**src/rtl/bicubic_simd_pkg.sv**
```systemverilog
// bicubic_simd_pkg: shared int12 lane types and limits for the SIMD datapaths.
package bicubic_simd_pkg;
    typedef logic signed [11:0] int12_t;
    typedef int12_t [3:0] int12x4_t;
    localparam int12_t INT12_MAX = 12'sh7FF;
    localparam int12_t INT12_MIN = 12'sh800;
endpackage

```
**src/rtl/dsp_simd4x_int12_sub_stream_if.sv**
```systemverilog
// dsp_simd4x_int12_sub_stream_if: input lane set and result stream handshakes.
interface dsp_simd4x_int12_sub_stream_if;
    import bicubic_simd_pkg::*;
    logic s_valid, s_ready, m_valid, m_ready;
    int12_t a0, a1, a2, a3, b0, b1, b2, b3;
    int12_t diff0, diff1, diff2, diff3;
    logic [3:0] ovf;
    modport master (
        output s_valid, a0, a1, a2, a3, b0, b1, b2, b3, m_ready,
        input  s_ready, m_valid, diff0, diff1, diff2, diff3, ovf
    );
    modport slave (
        input  s_valid, a0, a1, a2, a3, b0, b1, b2, b3, m_ready,
        output s_ready, m_valid, diff0, diff1, diff2, diff3, ovf
    );
endinterface

```
**src/rtl/dsp_simd_valid_pipe.sv**
```systemverilog
// dsp_simd_valid_pipe: valid-bit shift chain with one global advance; flush beats accept/advance.
module dsp_simd_valid_pipe #(
    parameter int PIPE_STAGES = 2
) (
    input  logic                   clk,
    input  logic                   aresetn,
    input  logic                   flush,
    input  logic                   s_valid,
    input  logic                   m_ready,
    output logic                   adv,
    output logic [PIPE_STAGES-2:0] stage_vld,
    output logic                   m_valid
);
    logic [PIPE_STAGES-1:0] r_vld;
    assign m_valid   = r_vld[PIPE_STAGES-1];
    assign stage_vld = r_vld[PIPE_STAGES-2:0];
    assign adv       = !m_valid || m_ready;
    always_ff @(posedge clk or negedge aresetn)
        if (!aresetn)
            r_vld <= '0;
        else if (flush)
            r_vld <= '0;
        else if (adv)
            r_vld <= {r_vld[PIPE_STAGES-2:0], s_valid};
endmodule

```
**src/rtl/dsp_simd4x_int12_sub_stream.sv**
```systemverilog
// dsp_simd4x_int12_sub_stream: 4-lane int12 subtract (a-b) in a PIPE_STAGES-deep stream pipeline.
// Define SIMD_SUB_SATURATE_EN to clamp overflowing lanes; otherwise results wrap mod 4096.
module dsp_simd4x_int12_sub_stream
    import bicubic_simd_pkg::*;
#(
    parameter int PIPE_STAGES = 2
) (
    input  logic                          clk,
    input  logic                          aresetn,
    input  logic                          flush,
    dsp_simd4x_int12_sub_stream_if.slave  s
);
    logic                          w_adv, w_m_valid;
    logic [PIPE_STAGES-2:0]        w_vld;
    int12x4_t                      w_a, w_b, w_res;
    logic [3:0][12:0]              w_e;
    logic [3:0]                    w_ovf;
    int12x4_t [PIPE_STAGES-1:0]    r_d;
    logic [PIPE_STAGES-1:0][3:0]   r_o;

    dsp_simd_valid_pipe #(.PIPE_STAGES(PIPE_STAGES)) u_vpipe (
        .clk       (clk),
        .aresetn   (aresetn),
        .flush     (flush),
        .s_valid   (s.s_valid),
        .m_ready   (s.m_ready),
        .adv       (w_adv),
        .stage_vld (w_vld),
        .m_valid   (w_m_valid)
    );

    assign w_a = {s.a3, s.a2, s.a1, s.a0};
    assign w_b = {s.b3, s.b2, s.b1, s.b0};

    // 13-bit exact difference per lane; overflow when the top two bits disagree
    always_comb begin
        for (int k = 0; k < 4; k++) begin
            w_e[k]   = {w_a[k][11], w_a[k]} - {w_b[k][11], w_b[k]};
            w_ovf[k] = w_e[k][12] ^ w_e[k][11];
`ifdef SIMD_SUB_SATURATE_EN
            w_res[k] = w_ovf[k] ? (w_e[k][12] ? INT12_MIN : INT12_MAX) : w_e[k][11:0];
`else
            w_res[k] = w_e[k][11:0];
`endif
        end
    end

    // data stages load only behind a valid bit, so bubbles leave them untouched
    always_ff @(posedge clk or negedge aresetn)
        if (!aresetn) begin
            r_d <= '0;
            r_o <= '0;
        end else begin
            if (w_adv && s.s_valid) begin
                r_d[0] <= w_res;
                r_o[0] <= w_ovf;
            end
            for (int k = 1; k < PIPE_STAGES; k++)
                if (w_adv && w_vld[k-1]) begin
                    r_d[k] <= r_d[k-1];
                    r_o[k] <= r_o[k-1];
                end
        end

    assign s.s_ready = w_adv;
    assign s.m_valid = w_m_valid;
    assign s.diff0   = r_d[PIPE_STAGES-1][0];
    assign s.diff1   = r_d[PIPE_STAGES-1][1];
    assign s.diff2   = r_d[PIPE_STAGES-1][2];
    assign s.diff3   = r_d[PIPE_STAGES-1][3];
    assign s.ovf     = r_o[PIPE_STAGES-1];
endmodule

```
**src/flat_wrapper.sv**
```systemverilog
// flat-port wrapper written by rule: the top's interface ports become plain ports
module dsp_simd4x_int12_sub_stream_flat import bicubic_simd_pkg::*;
#(
    parameter int PIPE_STAGES = 2
)
  (clk, aresetn, flush, s_s_valid, s_a0, s_a1, s_a2, s_a3, s_b0, s_b1, s_b2, s_b3, s_m_ready, s_s_ready, s_m_valid, s_diff0, s_diff1, s_diff2, s_diff3, s_ovf);
  dsp_simd4x_int12_sub_stream_if s_i ();
  input  logic clk;
  input  logic aresetn;
  input  logic flush;
  input wire logic [$bits(s_i.s_valid)-1:0] s_s_valid;
  input wire logic [$bits(s_i.a0)-1:0] s_a0;
  input wire logic [$bits(s_i.a1)-1:0] s_a1;
  input wire logic [$bits(s_i.a2)-1:0] s_a2;
  input wire logic [$bits(s_i.a3)-1:0] s_a3;
  input wire logic [$bits(s_i.b0)-1:0] s_b0;
  input wire logic [$bits(s_i.b1)-1:0] s_b1;
  input wire logic [$bits(s_i.b2)-1:0] s_b2;
  input wire logic [$bits(s_i.b3)-1:0] s_b3;
  input wire logic [$bits(s_i.m_ready)-1:0] s_m_ready;
  output wire logic [$bits(s_i.s_ready)-1:0] s_s_ready;
  output wire logic [$bits(s_i.m_valid)-1:0] s_m_valid;
  output wire logic [$bits(s_i.diff0)-1:0] s_diff0;
  output wire logic [$bits(s_i.diff1)-1:0] s_diff1;
  output wire logic [$bits(s_i.diff2)-1:0] s_diff2;
  output wire logic [$bits(s_i.diff3)-1:0] s_diff3;
  output wire logic [$bits(s_i.ovf)-1:0] s_ovf;
  assign s_i.s_valid = s_s_valid;
  assign s_i.a0 = s_a0;
  assign s_i.a1 = s_a1;
  assign s_i.a2 = s_a2;
  assign s_i.a3 = s_a3;
  assign s_i.b0 = s_b0;
  assign s_i.b1 = s_b1;
  assign s_i.b2 = s_b2;
  assign s_i.b3 = s_b3;
  assign s_i.m_ready = s_m_ready;
  assign s_s_ready = s_i.s_ready;
  assign s_m_valid = s_i.m_valid;
  assign s_diff0 = s_i.diff0;
  assign s_diff1 = s_i.diff1;
  assign s_diff2 = s_i.diff2;
  assign s_diff3 = s_i.diff3;
  assign s_ovf = s_i.ovf;
  dsp_simd4x_int12_sub_stream #(.PIPE_STAGES(PIPE_STAGES)) u_core (.clk(clk), .aresetn(aresetn), .flush(flush), .s(s_i));
endmodule
```
**config.mk**
```make
export PLATFORM = sky130hd
export DESIGN_NAME = dsp_simd4x_int12_sub_stream_flat
export DESIGN_NICKNAME = d
export VERILOG_FILES = /design/src/rtl/bicubic_simd_pkg.sv /design/src/rtl/dsp_simd4x_int12_sub_stream_if.sv /design/src/rtl/dsp_simd_valid_pipe.sv /design/src/rtl/dsp_simd4x_int12_sub_stream.sv /design/src/flat_wrapper.sv
export SDC_FILE = /design/constraint.sdc
export NUM_CORES = 1
export LEC_CHECK = 0
export BUFFER_PORTS_ARGS = -buffer_cell sky130_fd_sc_hd__buf_2
export CAP_MARGIN = 20
export CORE_MARGIN = 5
export CORE_UTILIZATION = 49
export DETAILED_ROUTE_END_ITERATION = 12
export GPL_TIMING_DRIVEN = 1
export PLACE_DENSITY = 0.77
export SLEW_MARGIN = 20
export SYNTH_ARGS = -nofsm -noshare
export SYNTH_HDL_FRONTEND = slang
export SYNTH_SLANG_ARGS = --single-unit
```
**constraint.sdc**
```tcl
create_clock -name clk -period 1.3 [get_ports clk]
set_clock_uncertainty 0.05 [all_clocks]
set_input_delay 0.13 -clock clk [delete_from_list [all_inputs] [get_ports clk]]
set_output_delay 0.13 -clock clk [all_outputs]
set_load 0.02 [all_outputs]
```
=== After elaboration in Yosys (flattened, before gate mapping) ===
Index checks and enable logic that the tools add are counted.

* Output and inout port bits: 54
* Memories kept: 0
* Logic and storage cells: 26
* Register bits: 106
* Input port bits: 101
* Bits in latches: 0
* Memory bits (writable): 0
* Memory bits (read-only): 0

* Reductions and logical operators: 5
* Shift-type cells: 0
* Div/mod/pow operators: 0
* Equal/unequal tests: 0
* Bitwise logic cells: 4
* $mul: 0
* Magnitude comparators: 0
* Multiplexer cells: 2
* Add/sub/neg operators: 4

{| class="wikitable"
|+ Operators with widths
! kind !! count
|-
| subtractor 12 x 12 -> 13 bit || 4
|-
| 2-to-1 mux 2 bit || 2
|-
| XOR 1 bit || 4
|-
| logical AND 1 bit || 2
|-
| nonzero test 2 bit || 1
|-
| logical NOT 1 bit || 1
|-
| logical OR 1 bit || 1
|}

=== Depth between registers and ports, before layout ===
* Word-level depth: 4
* Depth in mapped cells: 9
* Mapped depth without buffers: 9

=== By module ===
From an unflattened synthesis, not the netlist that was laid out.

* Cell total of the unflattened synthesis: 672
* Area total of the unflattened synthesis: 6556.3 um^2

{| class="wikitable"
|+ Modules (own cells, without submodules)
! module !! instances !! seq. area each (um^2) !! area each (um^2) !! cells each
|-
| dsp_simd4x_int12_sub_stream || 1 || 2602.5 || 6466.2 || 664
|-
| dsp_simd_valid_pipe || 1 || 50.0 || 90.1 || 8
|}

=== Worst setup path before layout ===
OpenSTA, ideal clock, no wires.

* Path type: input to register
* From: input port s_b2[5]
* To: register u_core.r_d[35] (netlist name)
* Path slack: -0.558 ns
* Data arrival time: 1.677 ns
* Data required time: 1.119 ns
* Buffers on the path: 0
* Stages: 8
* Library setup time: 0.131 ns
* Cells stage by stage: inv_1 ha_1 o21a_1 nor2b_1 a2111o_1 a311o_1 xnor2_1 o21ai_1

* Word-level cells in the longest chain between the ends: 1

{| class="wikitable"
|+ RTL lines
! item !! RTL line !! source
|-
| start, declared || flat_wrapper.sv:18 || <nowiki>input wire logic [$bits(s_i.b2)-1:0] s_b2;</nowiki>
|-
| subtractor 12 x 12 -> 13 bit || dsp_simd4x_int12_sub_stream.sv:38 || <nowiki>w_e[k] = {w_a[k][11], w_a[k]} - {w_b[k][11], w_b[k]};</nowiki>
|-
| end signal, assigned by index || dsp_simd4x_int12_sub_stream.sv:60 || <nowiki>r_d[k] <= r_d[k-1];</nowiki>
|-
| end, declared || dsp_simd4x_int12_sub_stream.sv:18 || <nowiki>int12x4_t [PIPE_STAGES-1:0] r_d;</nowiki>
|}

Every way passes these cells.
A chain may end at the register's enable or synchronous reset.

=== Worst setup path in the final report ===
* From: input port s_a0[0]
* To: register u_core.r_d[10] (netlist name)

* Word-level cells in the longest chain between the ends: 1

{| class="wikitable"
|+ RTL lines
! item !! RTL line !! source
|-
| start, declared || flat_wrapper.sv:12 || <nowiki>input wire logic [$bits(s_i.a0)-1:0] s_a0;</nowiki>
|-
| subtractor 12 x 12 -> 13 bit || dsp_simd4x_int12_sub_stream.sv:38 ||
|}

Every way passes these cells.

==> out/qor.yml <==
setup_viol: 101
p_leak_nw: 5.144
h-tree-depth: 3
via_per_inst: 5.395
syn-num-nets: 801
fin_ws_ps: -401.9
grt_setup_unrepaired: "yes"
status: "finished with violations"
violations: "negative setup slack"
final_max_slew_viol_count: 0
grt_pass1_vias: 6226
synth_edf_count: 0
ir_drop_mv: 0.7015
die_w_um: 124.9
port_buffers: 154
synth-main-ff-cell: "dfrtp_1"
synth_seq_area_share_pct: 41.04
cts_root_buffer: "clkbuf_16"
hold_ws_ps: 22.15
cp.required_ps: 1460
post_drt_wl_per_cell_um: 18.63
powerDensity_nw_per_um2: 1244
worstHoldStart: "s_b1[0]"
grtUsageMet3_pct: 4.074
syn_avg_cell_area_um2: 9.975
clockBufferDepth: 2
grt_start_max_net_pins: 78
cap_violations: 0
timing.rr.start: "u_core.u_vpipe.r_vld[1]$_DFFE_PN0P_"
cp_max_fo: 3
synth-async-reset-ratio_pct: 100.0
grt_util_met1_pct: 26.77
fin_crit_ps: 1702
mappedNetlistArea_um2: 6464
coreArea_um2: 13090
grtUsageMet2_pct: 41.73
drcViolationCount: 0
max-slew-margin-rel_pct: 69.21
hold_depth: 3
grt_pass1_wl_um: 29700
holdPathEnd: "u_core.r_d[12]$_DFFE_PN0P_"
clk_latency_ps: 330
arrival_ps: 1860
final_cell_mix: "buf_2, dfrtp_1, buf_4"
worstHoldPathType: "primary input to register"
finalHoldViolations: 0
die_y_um: 124.9
cts_inserted_buffers: 9
ys_seq_elements: 106
end_kind: "register"
synth_cell_types: 54
drtIter0Drc: 320
reg2reg_slack_ps: -210
cts_tree: "built"
r2r_end: "u_core.s.ovf[2]$_DFFE_PN0P_"
nFillCells: 737
num_antenna_cells: 0
grt_remaining_overflow: 0
dp_cells: 1011
antenna_found_initial: 0
num-nets-final: 1049
r2r_cells: 6
gp_congestion: 0.8908
worstSetupStartpoint: "s_a0[0]"
io_pins: 155
clock.fmax_ghz: 0.5876
drive_gt1_share_pct: 59.82
syn_to_final_growth_pct: 60.51
dieArea_um2: 15590
busiest_layer: "met2"
synth_cells: 648
yosysWarnings: 0
initial_core_util_pct: 49.40
grt_usage_pct: 22.85
path_clk_slew_ps: 70
rows: 42
start_kind: "primary input"
cts_sinks: 106
fin_crit_sh_pct: 130.9
worst_pin_slew_ps: 461.8
ant_nets: 0
via_count: 5810
critical_path_class: "primary input to register"
dr.pass1.iters: 4
final_common_cell: "buf_2"
finalNonFillerCells: 1077
routed_wl_um: 20070
dp_hpwl_um: 12220
## stage by stage
stage | cell area, um2 | utilization (%) | setup WS (ps) | total power, mW | TNS [ps]
2_1_floorplan | 7158 | - | -423.5 | 7.962 | -10060
3_3_place_gp | 8456 | 64.62 | -665.4 | 8.729 | -25570
3_5_place_dp | 8456 | 64.62 | -723.4 | 8.929 | -28690
4_1_cts | 9798 | 74.88 | -340.6 | 12.28 | -11540
5_1_grt | 10380 | 79.29 | -458.6 | 13.51 | -16000
6_report | 10380 | 79.29 | -401.9 | 12.91 | -11010
## sequential cells by signal (all words and copies together) (netlist names)
name,flops
u_core.s.ovf,4
u_core.s.diff1,12
u_core.s.diff0,12
u_core.r_d,48
u_core.s.diff3,12
u_core.s.diff2,12
u_core.r_o,4
u_core.u_vpipe.r_vld,2
## Yosys cell counts, drive strengths merged, types with 4 or more instances
master / n / share of area, %
clkbuf: 10 / 0.58
nor2b: 9 / 0.87
inv: 58 / 3.4
nor2: 17 / 0.99
a21o: 13 / 1.5
nor3: 7 / 0.54
nand4: 4 / 0.39
xor2: 19 / 2.6
nand2: 65 / 3.8
and3: 4 / 0.39
fa: 4 / 1.2
ha: 48 / 9.3
a21oi: 20 / 1.5
o31ai: 9 / 1.0
mux2: 52 / 9.1
buf: 59 / 6.5
nand2b: 11 / 1.1
o21ai: 60 / 4.6
dfrtp: 106 / 41
xnor2: 12 / 1.6
o21a: 12 / 1.4
a211oi: 6 / 0.70
a31oi: 4 / 0.39
## worst max path at each step
stage,end,slack (ps),cells after the start
finish,u_core.r_d[10]$_DFFE_PN0P_,-400,10
global route,u_core.r_d[10]$_DFFE_PN0P_,-460,10
CTS,u_core.r_o[2]$_DFFE_PN0P_,-340,10
detailed placement,u_core.r_d[10]$_DFFE_PN0P_,-720,10
global placement,u_core.r_o[2]$_DFFE_PN0P_,-670,10
floorplan,u_core.r_o[2]$_DFFE_PN0P_,-420,9
## cell families (layout without fill, tap and decap cells)
kind of cell               after synthesis  in the layout  share of synthesized area (%)
AOI/OAI and AO/OA                      151            151                          15.35
xor gates and xnor gates                31             31                          4.201
muxes                                   54             54                          9.369
DFF                                    106            106                          41.04
buffers and inverters                  127            379                          10.49
adders and majority gates               52             52                          10.53
and+or+nand+nor                        127            128                          9.020
## metal layers
metal,part of all wire (%),wire (um)
met1,37,7513
met2,54,10820
met3,4.8,967
met4,3.8,764
met5,0,0
## power breakdown
| group | leakage [nW] | internal (mW) | switching, mW |
|---|---|---|---|
| sequential | 1.30 | 4.15 | 0.602 |
| combinational | 3.70 | 2.70 | 2.65 |
| clock | 0.146 | 1.61 | 1.20 |
| total | 5.14 | 8.46 | 4.45 |
## cell type report
type / instances / area, um2 / share of cell area [%]
Timing Repair Buffer: 305 / 2547 / 24.55
Clock buffer: 13 / 260.3 / 2.508
Tap cell: 176 / 220.2 / 2.123
Multi-Input combinational cell: 416 / 4357 / 41.99
Sequential cell: 106 / 2654 / 25.58
Clock inverter: 3 / 46.29 / 0.4462
Inverter: 58 / 290.3 / 2.798
## critical path: stages
cell and delay, ps:
buf_8 100, clkinv_8 30, ha_4 120, fa_2 200, nor2b_2 50, o31a_1 370, o311a_1 330, o21ai_2 130
mux2i_1 250, o311ai_1 130
## repair_timing
item	4_1_cts	5_1_grt
hold buffers	2	0
hold endpoints to repair	108	0
gates cloned	10	8
pin swaps	67	58
setup endpoints to repair	102	105
gates resized for setup	109	123
setup buffers	35	15
No activity file was read; power rests on OpenSTA's default activity.
